`src/rtl/hex_pkg.sv`:
```
//------------------------------------------------------------------------------
// hex_pkg : shared types, constants and active-low 7-segment decode table
// Rev 1.0 - initial release
//------------------------------------------------------------------------------
`default_nettype none

package hex_pkg;

    localparam int HEX_DIGITS = 8;

    typedef logic [6:0] seg_t;
    typedef logic [3:0] nibble_t;

    localparam seg_t       SEG_OFF = 7'h7F;
    localparam logic [7:0] SEL_OFF = 8'hFF;

    // Active-low segments, bit0 = a ... bit6 = g
    function automatic seg_t seg_decode(input nibble_t n);
        seg_t s;
        case (n)
            4'h0:    s = 7'h40;
            4'h1:    s = 7'h79;
            4'h2:    s = 7'h24;
            4'h3:    s = 7'h30;
            4'h4:    s = 7'h19;
            4'h5:    s = 7'h12;
            4'h6:    s = 7'h02;
            4'h7:    s = 7'h78;
            4'h8:    s = 7'h00;
            4'h9:    s = 7'h10;
            4'hA:    s = 7'h08;
            4'hB:    s = 7'h03;
            4'hC:    s = 7'h46;
            4'hD:    s = 7'h21;
            4'hE:    s = 7'h06;
            default: s = 7'h0E;
        endcase
        return s;
    endfunction

endpackage

`default_nettype wire

```
`src/rtl/hex_seg_decoder.sv`:
```
//------------------------------------------------------------------------------
// hex_seg_decoder : combinational nibble to active-low segment decoder
// Rev 1.0 - initial release
//------------------------------------------------------------------------------
`default_nettype none

module hex_seg_decoder
    import hex_pkg::*;
(
    input  nibble_t i_nibble,
    output seg_t    o_seg
);

    assign o_seg = seg_decode(i_nibble);

endmodule

`default_nettype wire

```
`src/rtl/hex_scan_driver.sv`:
```
//------------------------------------------------------------------------------
// hex_scan_driver : 8-digit time-multiplexed 7-segment scanner, registered
// outputs. Optional inter-slot blanking with macro HEX_SCAN_BLANK_EN.
// Rev 1.0 - initial release
//------------------------------------------------------------------------------
`default_nettype none

module hex_scan_driver
    import hex_pkg::*;
#(
    parameter int DIV_CYCLES   = 100000,
    parameter int BLANK_CYCLES = 1000
) (
    input  logic       clk_i,
    input  logic       rst_i,
    input  nibble_t    hex0_i,
    input  nibble_t    hex1_i,
    input  nibble_t    hex2_i,
    input  nibble_t    hex3_i,
    input  nibble_t    hex4_i,
    input  nibble_t    hex5_i,
    input  nibble_t    hex6_i,
    input  nibble_t    hex7_i,
    input  logic [7:0] bitmask_i,
    output seg_t       hex_led_o,
    output logic [7:0] hex_sel_o,
    output logic       frame_o
);

    localparam int                 c_CNT_W   = $clog2(DIV_CYCLES);
    localparam logic [c_CNT_W-1:0] c_CNT_MAX = c_CNT_W'(DIV_CYCLES - 1);
    localparam logic [c_CNT_W-1:0] c_BLANK   = c_CNT_W'(BLANK_CYCLES);
`ifdef HEX_SCAN_BLANK_EN
    localparam bit                 c_BLANK_EN = 1'b1;
`else
    localparam bit                 c_BLANK_EN = 1'b0;
`endif

    logic [c_CNT_W-1:0] r_cnt;
    logic [2:0]         r_idx;
    logic               r_wrapped;   // suppresses frame_o on the first pass after reset

    nibble_t w_digits [HEX_DIGITS];
    nibble_t w_nibble;
    seg_t    w_seg;
    logic    w_blank;
    logic    w_lit;

    assign w_digits[0] = hex0_i;
    assign w_digits[1] = hex1_i;
    assign w_digits[2] = hex2_i;
    assign w_digits[3] = hex3_i;
    assign w_digits[4] = hex4_i;
    assign w_digits[5] = hex5_i;
    assign w_digits[6] = hex6_i;
    assign w_digits[7] = hex7_i;

    assign w_nibble = w_digits[r_idx];
    assign w_blank  = c_BLANK_EN && (r_cnt < c_BLANK);
    assign w_lit    = bitmask_i[r_idx] && !w_blank;

    hex_seg_decoder u_dec (
        .i_nibble (w_nibble),
        .o_seg    (w_seg)
    );

    always_ff @(posedge clk_i) begin
        if (!rst_i) begin
            r_cnt     <= '0;
            r_idx     <= '0;
            r_wrapped <= 1'b0;
            hex_sel_o <= SEL_OFF;
            hex_led_o <= SEG_OFF;
            frame_o   <= 1'b0;
        end else begin
            if (r_cnt == c_CNT_MAX) begin
                r_cnt <= '0;
                r_idx <= r_idx + 3'd1;
                if (r_idx == 3'd7) begin
                    r_wrapped <= 1'b1;
                end
            end else begin
                r_cnt <= r_cnt + c_CNT_W'(1);
            end

            // Single shifted-zero anode per cycle: no overlap across idx changes
            hex_sel_o <= w_lit ? ~(8'h01 << r_idx) : SEL_OFF;
            hex_led_o <= w_lit ? w_seg : SEG_OFF;
            frame_o   <= r_wrapped && (r_idx == 3'd0) && (r_cnt == '0);
        end
    end

endmodule

`default_nettype wire

```
`config.mk`:
```
export PLATFORM = sky130hd
export DESIGN_NAME = hex_scan_driver
export DESIGN_NICKNAME = d
export VERILOG_FILES = /design/src/rtl/hex_pkg.sv /design/src/rtl/hex_seg_decoder.sv /design/src/rtl/hex_scan_driver.sv
export SDC_FILE = /design/constraint.sdc
export NUM_CORES = 1
export LEC_CHECK = 0
export CAP_MARGIN = 15
export CELL_PAD_IN_SITES_DETAIL_PLACEMENT = 1
export CELL_PAD_IN_SITES_GLOBAL_PLACEMENT = 2
export CORE_MARGIN = 2
export CORE_UTILIZATION = 30
export DETAILED_ROUTE_END_ITERATION = 8
export PLACE_DENSITY_LB_ADDON = 0.12
export SYNTH_ARGS = -nofsm -noshare
export SYNTH_HDL_FRONTEND = slang
export SYNTH_SLANG_ARGS = --single-unit
```
`constraint.sdc`:
```
create_clock -name clk_i -period 3.8 [get_ports clk_i]
set_input_delay 0.38 -clock clk_i [delete_from_list [all_inputs] [get_ports clk_i]]
set_output_delay 0.38 -clock clk_i [all_outputs]
set_load 0.01 [all_outputs]
```
Word-level counts from Yosys, hierarchy flattened

Memory sizes are Yosys's and may differ from the RTL's. A register that Yosys moved wholly into a read port is not among the register bits.
Cells that the tools add are included.

Word-level logic and storage cells: 29
Bits in read-only memories: 112
Memories kept: 1
Register bits after elaboration: 30
Output and inout bits: 16

$lt $le $gt $ge: 2
Shift operators: 1
Muxes and demuxes: 5
Reductions and logical operators: 8
Bitwise operators: 3
Eq/ne operators: 2
Add/sub/neg operators: 2

Memories:

| memory          | words | bits a word | rd ports | clocked after Yosys merged registers in | wr ports | line          | RTL |
|---|---|---|---|---|---|---|---|
| (no name shown) | 16    | 7           | 1        | 1                                       | 0        | hex_pkg.sv:20 | `case (n)` |

Operators by type and width:

| operator                                           | count |
|---|---|
| adder 17 x 1 -> 17 bit, second input constant      | 1 |
| equality test 17 bit, second input constant        | 1 |
| zero test 17 bit                                   | 1 |
| binary-select mux 4 bit (select 3 bit)             | 1 |
| 2-to-1 mux 4 bit                                   | 2 |
| NOT 8 bit                                          | 1 |
| << shifter 1 x 3 -> 8 bit, first input constant    | 1 |
| >= comparator 4 bit, second input constant         | 1 |
| < comparator 3 x 4 -> 1 bit, second input constant | 1 |
| NOT 3 -> 4 bit                                     | 1 |
| AND reduction 2 bit                                | 2 |
| adder 3 x 1 -> 3 bit, second input constant        | 1 |
| binary-select mux 1 bit (select 3 bit)             | 1 |
| equality test 3 bit, second input constant         | 1 |
| zero test 3 bit                                    | 1 |
| logical AND 1 bit                                  | 2 |
| OR reduction 2 bit                                 | 1 |
| zero test 1 bit                                    | 1 |
| 2-to-1 mux 1 bit                                   | 1 |
| NOT 1 bit                                          | 1 |

Depth between registers and ports, before layout

Gate-level depths: netlist (run 1).

Word-level depth: 4
Depth in mapped cells: 9
Depth with buffers taken out: 8

By module

A second synthesis (run 1) with hierarchy kept.

Cells, all modules: 212
Area total of the unflattened synthesis: 2,058.2 um^2

By module, submodules not included:

| module          | cells an instance | area an instance (um^2) | sequential area each (um^2) | times used |
|---|---|---|---|---|
| hex_scan_driver | 180               | 1,783.0                 | 740.7                       | 1 |
| hex_seg_decoder | 32                | 275.3                   | 0.0                         | 1 |

Worst setup path after synthesis (run 1)

Ideal clock, no wire load.

Path kind: register to register
Start point: reg r_idx[0]
End point: reg hex_led_o[3]
Setup slack: 1.564 ns
Buffers on the path: 1
Clock period less this slack: 2.236 ns
Arrival: 2.095 ns
Data required time: 3.660 ns
Setup time: 0.140 ns
Stages on the path, launching flop included: 9
Cells stage by stage: dfxtp_1 -> buf_4 -> mux4_2 -> mux2i_2 -> inv_2 -> ha_1 -> nand3b_1 -> o211ai_1 -> o211ai_1

Cells in the longest elaborated chain, start to end: 4
Elaborated cells on any way between the ends: 8
Classes of those cells: mux: 5; bitwise: 1; reduce/logical: 2

Ends and longest elaborated chain:

| element                                                                                                 | line                                         | RTL |
|---|---|---|
| from (decl)                                                                                             | hex_scan_driver.sv:40                        | `logic [2:0] r_idx;` |
| from (signal assigned)                                                                                  | hex_scan_driver.sv:78                        | `r_idx <= r_idx + 3'd1;` |
| binary-select mux 1 bit (select 3 bit) / NOT 3 -> 4 bit (equally long branches)                         | hex_scan_driver.sv:60, hex_scan_driver.sv:58 |  |
| 2-to-1 mux 1 bit (implied by the code) / binary-select mux 4 bit (select 3 bit) (equally long branches) | hex_scan_driver.sv:60, hex_scan_driver.sv:58 |  |
| AND reduction 2 bit (no line) / 2-to-1 mux 4 bit (equally long branches)                                | --                                           |  |
| zero test 1 bit (no line) / 2-to-1 mux 4 bit (equally long branches)                                    | --                                           |  |
| to (decl)                                                                                               | hex_scan_driver.sv:25                        | `output seg_t hex_led_o,` |

Parallel ways exist; a longest one is shown, timed or not. The select of a mux whose other input is x is not followed.
A chain may end at the register's enable or synchronous reset.

Worst setup path in the final report (run 1)

Start point: reg r_idx[0]
End point: reg hex_led_o[5]

Same word-level chain as after synthesis.

==> metrics, run 1 <==
outcome=finished, final reports clean; setup repair bufs after CTS=0; post-cts sizing count=0; Vias=between 1500 and 2000; GRT Resource Usage Total=0.1462; Crit Path Max Fanout=15; worst-skew pair later-pin latency=roughly 0.28 ns; Synth top area share=0.3712; TritonCTS clock tree=done; CP startpoint kind=register; H-tree levels=2; endpoints failing setup=0; number of synthesized flops with an enable pin=0; grt ovf=0; Area Overhead vs Synth=38.31%; Synth Area per Inst=between 9 and 10 sq um; Root Buffer=clkbuf_8; core footprint=about 6400 sq um; max_slew headroom=0.4673; min cycle time layout=~2.7 ns; Tightest Pin Transition=0.7979 ns; cell row count=29; Detailed Route WL=between 4 and 5 mm; switch share=0.2052; sequential share of power=0.439; ys flop type=dfxtp_1; Final Hold Vio Count=0; Util after Layout=0.4322; Non-Filler Cell Area, Final=around 2800 sq um; Reg2Reg Depth=6; post-detail-place hpwl=around 3.9 mm; cts-stage hold buffer count=0; hold_ws=between 0.4 and 0.5 ns; die height=85.56 um; final period utilization=0.7003; crit end category=register; ANT cells=0; P per Cell Area=between 300 and 400 nW/um^2; post-route DRC violation count=0; Synth Register Bits=37; vias in the first global route=approximately 1800; RSZ-0062 raised after global routing=no; CTS sink count=37; wire per inst=about 14 um; die width=approximately 86 um; initial DRC count=23; top cells by area, synth=dfxtp_1 (37%), ha_1 (8.8%), mux4_2 (7.9%); pin count of the biggest net entering global routing=17; cell taking the most area after synthesis=dfxtp_1; I/O pin cnt=58; CTS Buf Count=5; crit path DAT=2.80 ns; Synth cell types=40; number of I/O port buffers=57; Int Power=about 720 uW; Setup TNS=0 ns; Seq/Total Area, Yosys=0.3712; Initial Utilization=0.3125; syn nets=about 260; Gate power share=0.118; asr flop ratio synth=0; HP Class=register to register; antenna violations before repair=0; Ys Warns=0; cells after synthesis=between 200 and 250; antenna viol nets, final=0; Via density=around 4.9; Die Area=approximately 7300 sq um; Placed Area=2626 sq um; leakage power=0.001028 uW; layout cell share with drive strength beyond 1=0.09057; net load switching power=roughly 190 uW; Routability Congestion=between 0.7 and 0.8; placed cell count=roughly 330; Slew Limit Fails=0; Reg clk slew, reported paths=around 0.07 ns; DR pass1 iterations=2; fin cells=342; Bufs on Longest Clock Path=2; Hold Crit Depth=1; CP required=between 3 and 4 ns; Max Fclk=around 380 MHz; Post-Synthesis Cell Area=roughly 2000 sq um; Clock power frac=0.442; nets=320; Setup CP Type=register to register; Setup Skew=slightly below 0.006 ns; maxcap violations=0; first-pass GRT wire length=between 8 and 9 mm; VDD IR max=between 200 and 250 uV
-- sequential cells by signal (all words and copies together) (netlist names) --
register	cells
r_cnt	17
hex_sel_o	8
hex_led_o	7
r_idx	3
frame_o	1
r_wrapped	1
-- cells by family (layout without fill, tap and decap cells) --
kind of cell | Yosys count | count (layout) | share of synthesized area
buf+inv | 16 | 75 | 0.03699
compound gates | 17 | 17 | 0.06833
mux | 19 | 19 | 0.1505
simple gates | 87 | 87 | 0.2150
fa+ha+maj | 14 | 14 | 0.08778
flops | 37 | 37 | 0.3712
xor+xnor | 16 | 16 | 0.07022
-- Yosys cell counts (all sizes together) (5+ instances only) --
cell   instances
and2           5
dfxtp         37
ha            14
inv           10
mux2i          9
mux4           8
nand2         21
nand3         11
nand4          5
nor2          25
nor3           5
xnor2          9
xor2           7
-- power groups by stage --
stage / Sequential (uW) / Combinational [uW] / Clock, uW
floorplan: 411 / 43.3 / 0
global placement: 409 / 108 / 0
global route: 401 / 117 / 439
detailed placement: 409 / 109 / 0
finish: 400 / 108 / 402
CTS: 400 / 109 / 416
-- per-stage QoR --
step                      power (uW)  setup WS [ns]
after floorplan                454.0          1.564
after global placement         517.3          1.161
after detailed placement       517.5          1.084
after CTS                      925.4          1.076
after global routing           957.4         0.8782
final                          909.9          1.139
-- layer usage --
| metal | GRT usage | up-vias | share of wire |
|---|---|---|---|
| met3 | 0.04427 | 2 | 0.053 |
| met1 | 0.1838 | 786 | 0.45 |
| li1 | - | 839 | - |
| met5 | 0 | - | 0 |
| met4 | 0.04906 | 0 | 0.0082 |
| met2 | 0.2393 | 51 | 0.49 |
-- placed cells by master, fill, tap and decap left out, types with 3 or more instances in the layout --
cell type / netlist / layout
a21oi_1: 4 / 4
and2_1: 5 / 5
and4_1: 4 / 4
clkbuf_8: 0 / 5
clkdlybuf4s50_1: 0 / 57
dfxtp_1: 37 / 37
ha_1: 14 / 14
inv_1: 8 / 8
mux2i_1: 8 / 8
mux4_2: 7 / 7
nand2_1: 21 / 21
nand3_1: 11 / 11
nand4_1: 5 / 5
nor2_1: 25 / 25
nor2b_1: 4 / 4
nor3_1: 4 / 4
o211ai_1: 3 / 3
o221ai_1: 4 / 4
xnor2_1: 9 / 9
xor2_1: 7 / 7
-- area by class of cell --
type / count / area (sq um)
fill: 723 / 3626
multi-input combinational: 153 / 1181
clock inverter: 3 / 65.06
timing repair buffer: 57 / 570.5
sequential: 37 / 740.7
clock buffer: 5 / 68.82
inverter: 10 / 37.54
tap: 77 / 96.34
-- critical path, stage by stage (launching register included) --
cell and delay (ns):
dfxtp_1 0.84, mux4_2 0.61, mux2i_2 0.34, inv_2 0.11
ha_1 0.26, mux2i_1 0.21, o221ai_1 0.14
-- final timing paths --
check / start / end / slack, ns
worst min register to register: r_cnt[0] / r_cnt[0] / 0.48
worst max-delay path: r_idx[0] / hex_led_o[5] / 1.14
worst min-delay path: r_cnt[0] / r_cnt[0] / 0.48
worst max register to register: r_idx[0] / hex_led_o[5] / 1.14
Note: power is estimated with default switching activity, not from simulation.
==> run 2: changes to the inputs <==
CORE_UTILIZATION = 25   (was 30)
clock period = 2.2 ns   (was 3.8 ns; I/O delays follow)
==> run 2 against run 1 <==
Core utilization down 6.1 points. Combinational power increased by 79%. Clock-buffer cell count stayed put. Sequential power rose by 72%. Flip-flop and latch count did not move. Clock skew is 0.0066 ns higher. Routed wire length increased by 3.4%. Die area increased by 19%. Largest cell class unchanged.
==> metrics, run 2 (synthesized netlist as in run 1, its figures left out) <==
crit end category=register; CP required=2.34 ns; first-pass GRT wire length=between 8 and 9 mm; RR Endpoint=hex_led_o[3]; grt ovf=0; Vias=between 1500 and 2000; Placed Area=between 2000 and 3000 sq um; CTS sink count=37; number of I/O port buffers=57; outcome=finished, final reports clean; core footprint=slightly below 8000 sq um; Root Buffer=clkbuf_8; cell row count=32; RSZ-0062 raised after global routing=no; P per Cell Area=approximately 470 nW/um^2; Setup Skew=0.01249 ns; Worst Hold Path EP=r_cnt[0]; worst-skew pair later-pin latency=~0.29 ns; most common cell after layout, fill and taps aside=clkdlybuf4s50_1; most frequent cells in the layout=clkdlybuf4s50_1 (57), dfxtp_1 (36), nor2_1 (25); antenna viol nets, final=0; post-detail-place hpwl=approximately 4.0 mm; max_slew headroom=0.7010; vias in the first global route=between 1500 and 2000; Via density=~4.5; min-delay src=r_cnt[0]; min cycle time layout=around 2 ns; Slew Limit Fails=0; endpoints failing setup=0; ANT cells=0; DR pass1 iterations=4; Crit Path Max Fanout=9; Biggest register=r_cnt; Crit-path slowest cell=mux4_2; die width=slightly above 90 um; cts-stage hold buffer count=0; Detailed Route WL=a little over 5 mm; leakage power=roughly 0.0011 uW; Max Fclk=approximately 500 MHz; Reg clk slew, reported paths=around 0.080 ns; cell mode on critical path=o211ai_1; Reg2Reg Depth=9; worst reg2reg path startpoint=r_idx[0]; I/O pin cnt=just under 60; Setup TNS=0 ns; H-tree levels=2; reg2reg setup slack=about 0.18 ns; nets=334; HP Class=register to register; Largest stage delay, worst path=about 0.5 ns; TritonCTS clock tree=done; initial DRC count=between 40 and 50; GRT Resource Usage Total=0.1256; Hold Crit Depth=1; pre-CTS WS=between 0.04 and 0.05 ns; post-route DRC violation count=0; crit path DAT=2.16 ns; final period utilization=0.9190; VDD IR max=around 180 uV; Die Area=about 8700 sq um; Non-Filler Cell Area, Final=2872 sq um; wire per inst=13.32 um; maxcap violations=0; Routability Congestion=0.7842; CP startpoint kind=register; Area Overhead vs Synth=43.89%; Initial Utilization=0.2583; Setup CP Type=register to register; layout cell share with drive strength beyond 1=0.1398; die height=between 90 and 100 um; Final Hold Vio Count=0; Largest regs=r_cnt: 17 flops, hex_sel_o: 8 flops, hex_led_o: 7 flops; Bufs on Longest Clock Path=2; antenna violations before repair=0; max reg flops=17; CP cell instances=buf_12, mux4_2, nand2_1, and2_1, inv_1, ha_1, nand3b_1, o211ai_1, o211ai_1; CTS Buf Count=5; pin count of the biggest net entering global routing=16; worst setup margin=0.1782 ns; Tightest Pin Transition=~0.45 ns
[run 2: where the power goes]
part / internal (uW) / switching [uW] / total (uW)
sequential: 683 / 7.66 / 690
clock: 219 / 256 / 475
combinational: 123 / 69.5 / 193
[run 2: how the worst max path moves through the flow]
| stage | start | to | slack (ns) | cells after the start |
|---|---|---|---|---|
| final | r_idx[0] | hex_led_o[3] | 0.18 | 9 |
| after global routing | r_idx[0] | hex_led_o[3] | 0.02 | 9 |
| after CTS | r_idx[0] | hex_led_o[3] | 0.07 | 9 |
| after detailed placement | hex3_i[1] | hex_led_o[3] | 0.05 | 9 |
| after global placement | hex3_i[0] | hex_led_o[3] | 0.07 | 7 |
| after floorplan | r_idx[0] | hex_led_o[3] | 0.04 | 9 |
[run 2: metal layers]
layer,wire length [um],global-route usage,part of all wire,vias to the layer above
met2,2369,0.2038,0.47,47
met1,2364,0.1607,0.47,797
met4,102,0.04779,0.020,0
met5,0,0,0,-
li1,-,-,-,863
met3,238,0.03062,0.047,9
[run 2: worst max-delay path: cells and delay by family (launching register included)]
family,cells,cell delay [ns]
AOI/OAI and AO/OA,2,0.21
and+or+nand+nor,3,0.37
adders and majority gates,1,0.24
buffers and inverters,2,0.22
muxes,1,0.49
DFF,1,0.35
[run 2: repair_timing]
item | CTS | global route
resized for setup | 0 | 1
setup endpoints to repair | 0 | 3
buffers inserted | 0 | 3
[run 2: stage by stage]
step | hold slack, ns | instances | total power, uW | util
2_1_floorplan | 0.3417 | 206 | 785.5 | -
3_3_place_gp | 0.4612 | 370 | 900.6 | 0.3574
3_5_place_dp | 0.4715 | 370 | 901.8 | 0.3574
4_1_cts | 0.4907 | 378 | 1390 | 0.3685
5_1_grt | 0.5172 | 381 | 1447 | 0.3716
6_report | 0.4803 | 381 | 1358 | 0.3716
[run 2: final cells by class]
class	count	area (sq um)
Clock inverter	3	17.52
Timing Repair Buffer	71	688.2
Tap cell	102	127.6
Sequential cell	37	742.0
Clock buffer	5	68.82
Multi-Input combinational cell	153	1190
Inverter	10	37.54
Fill cell	891	4856
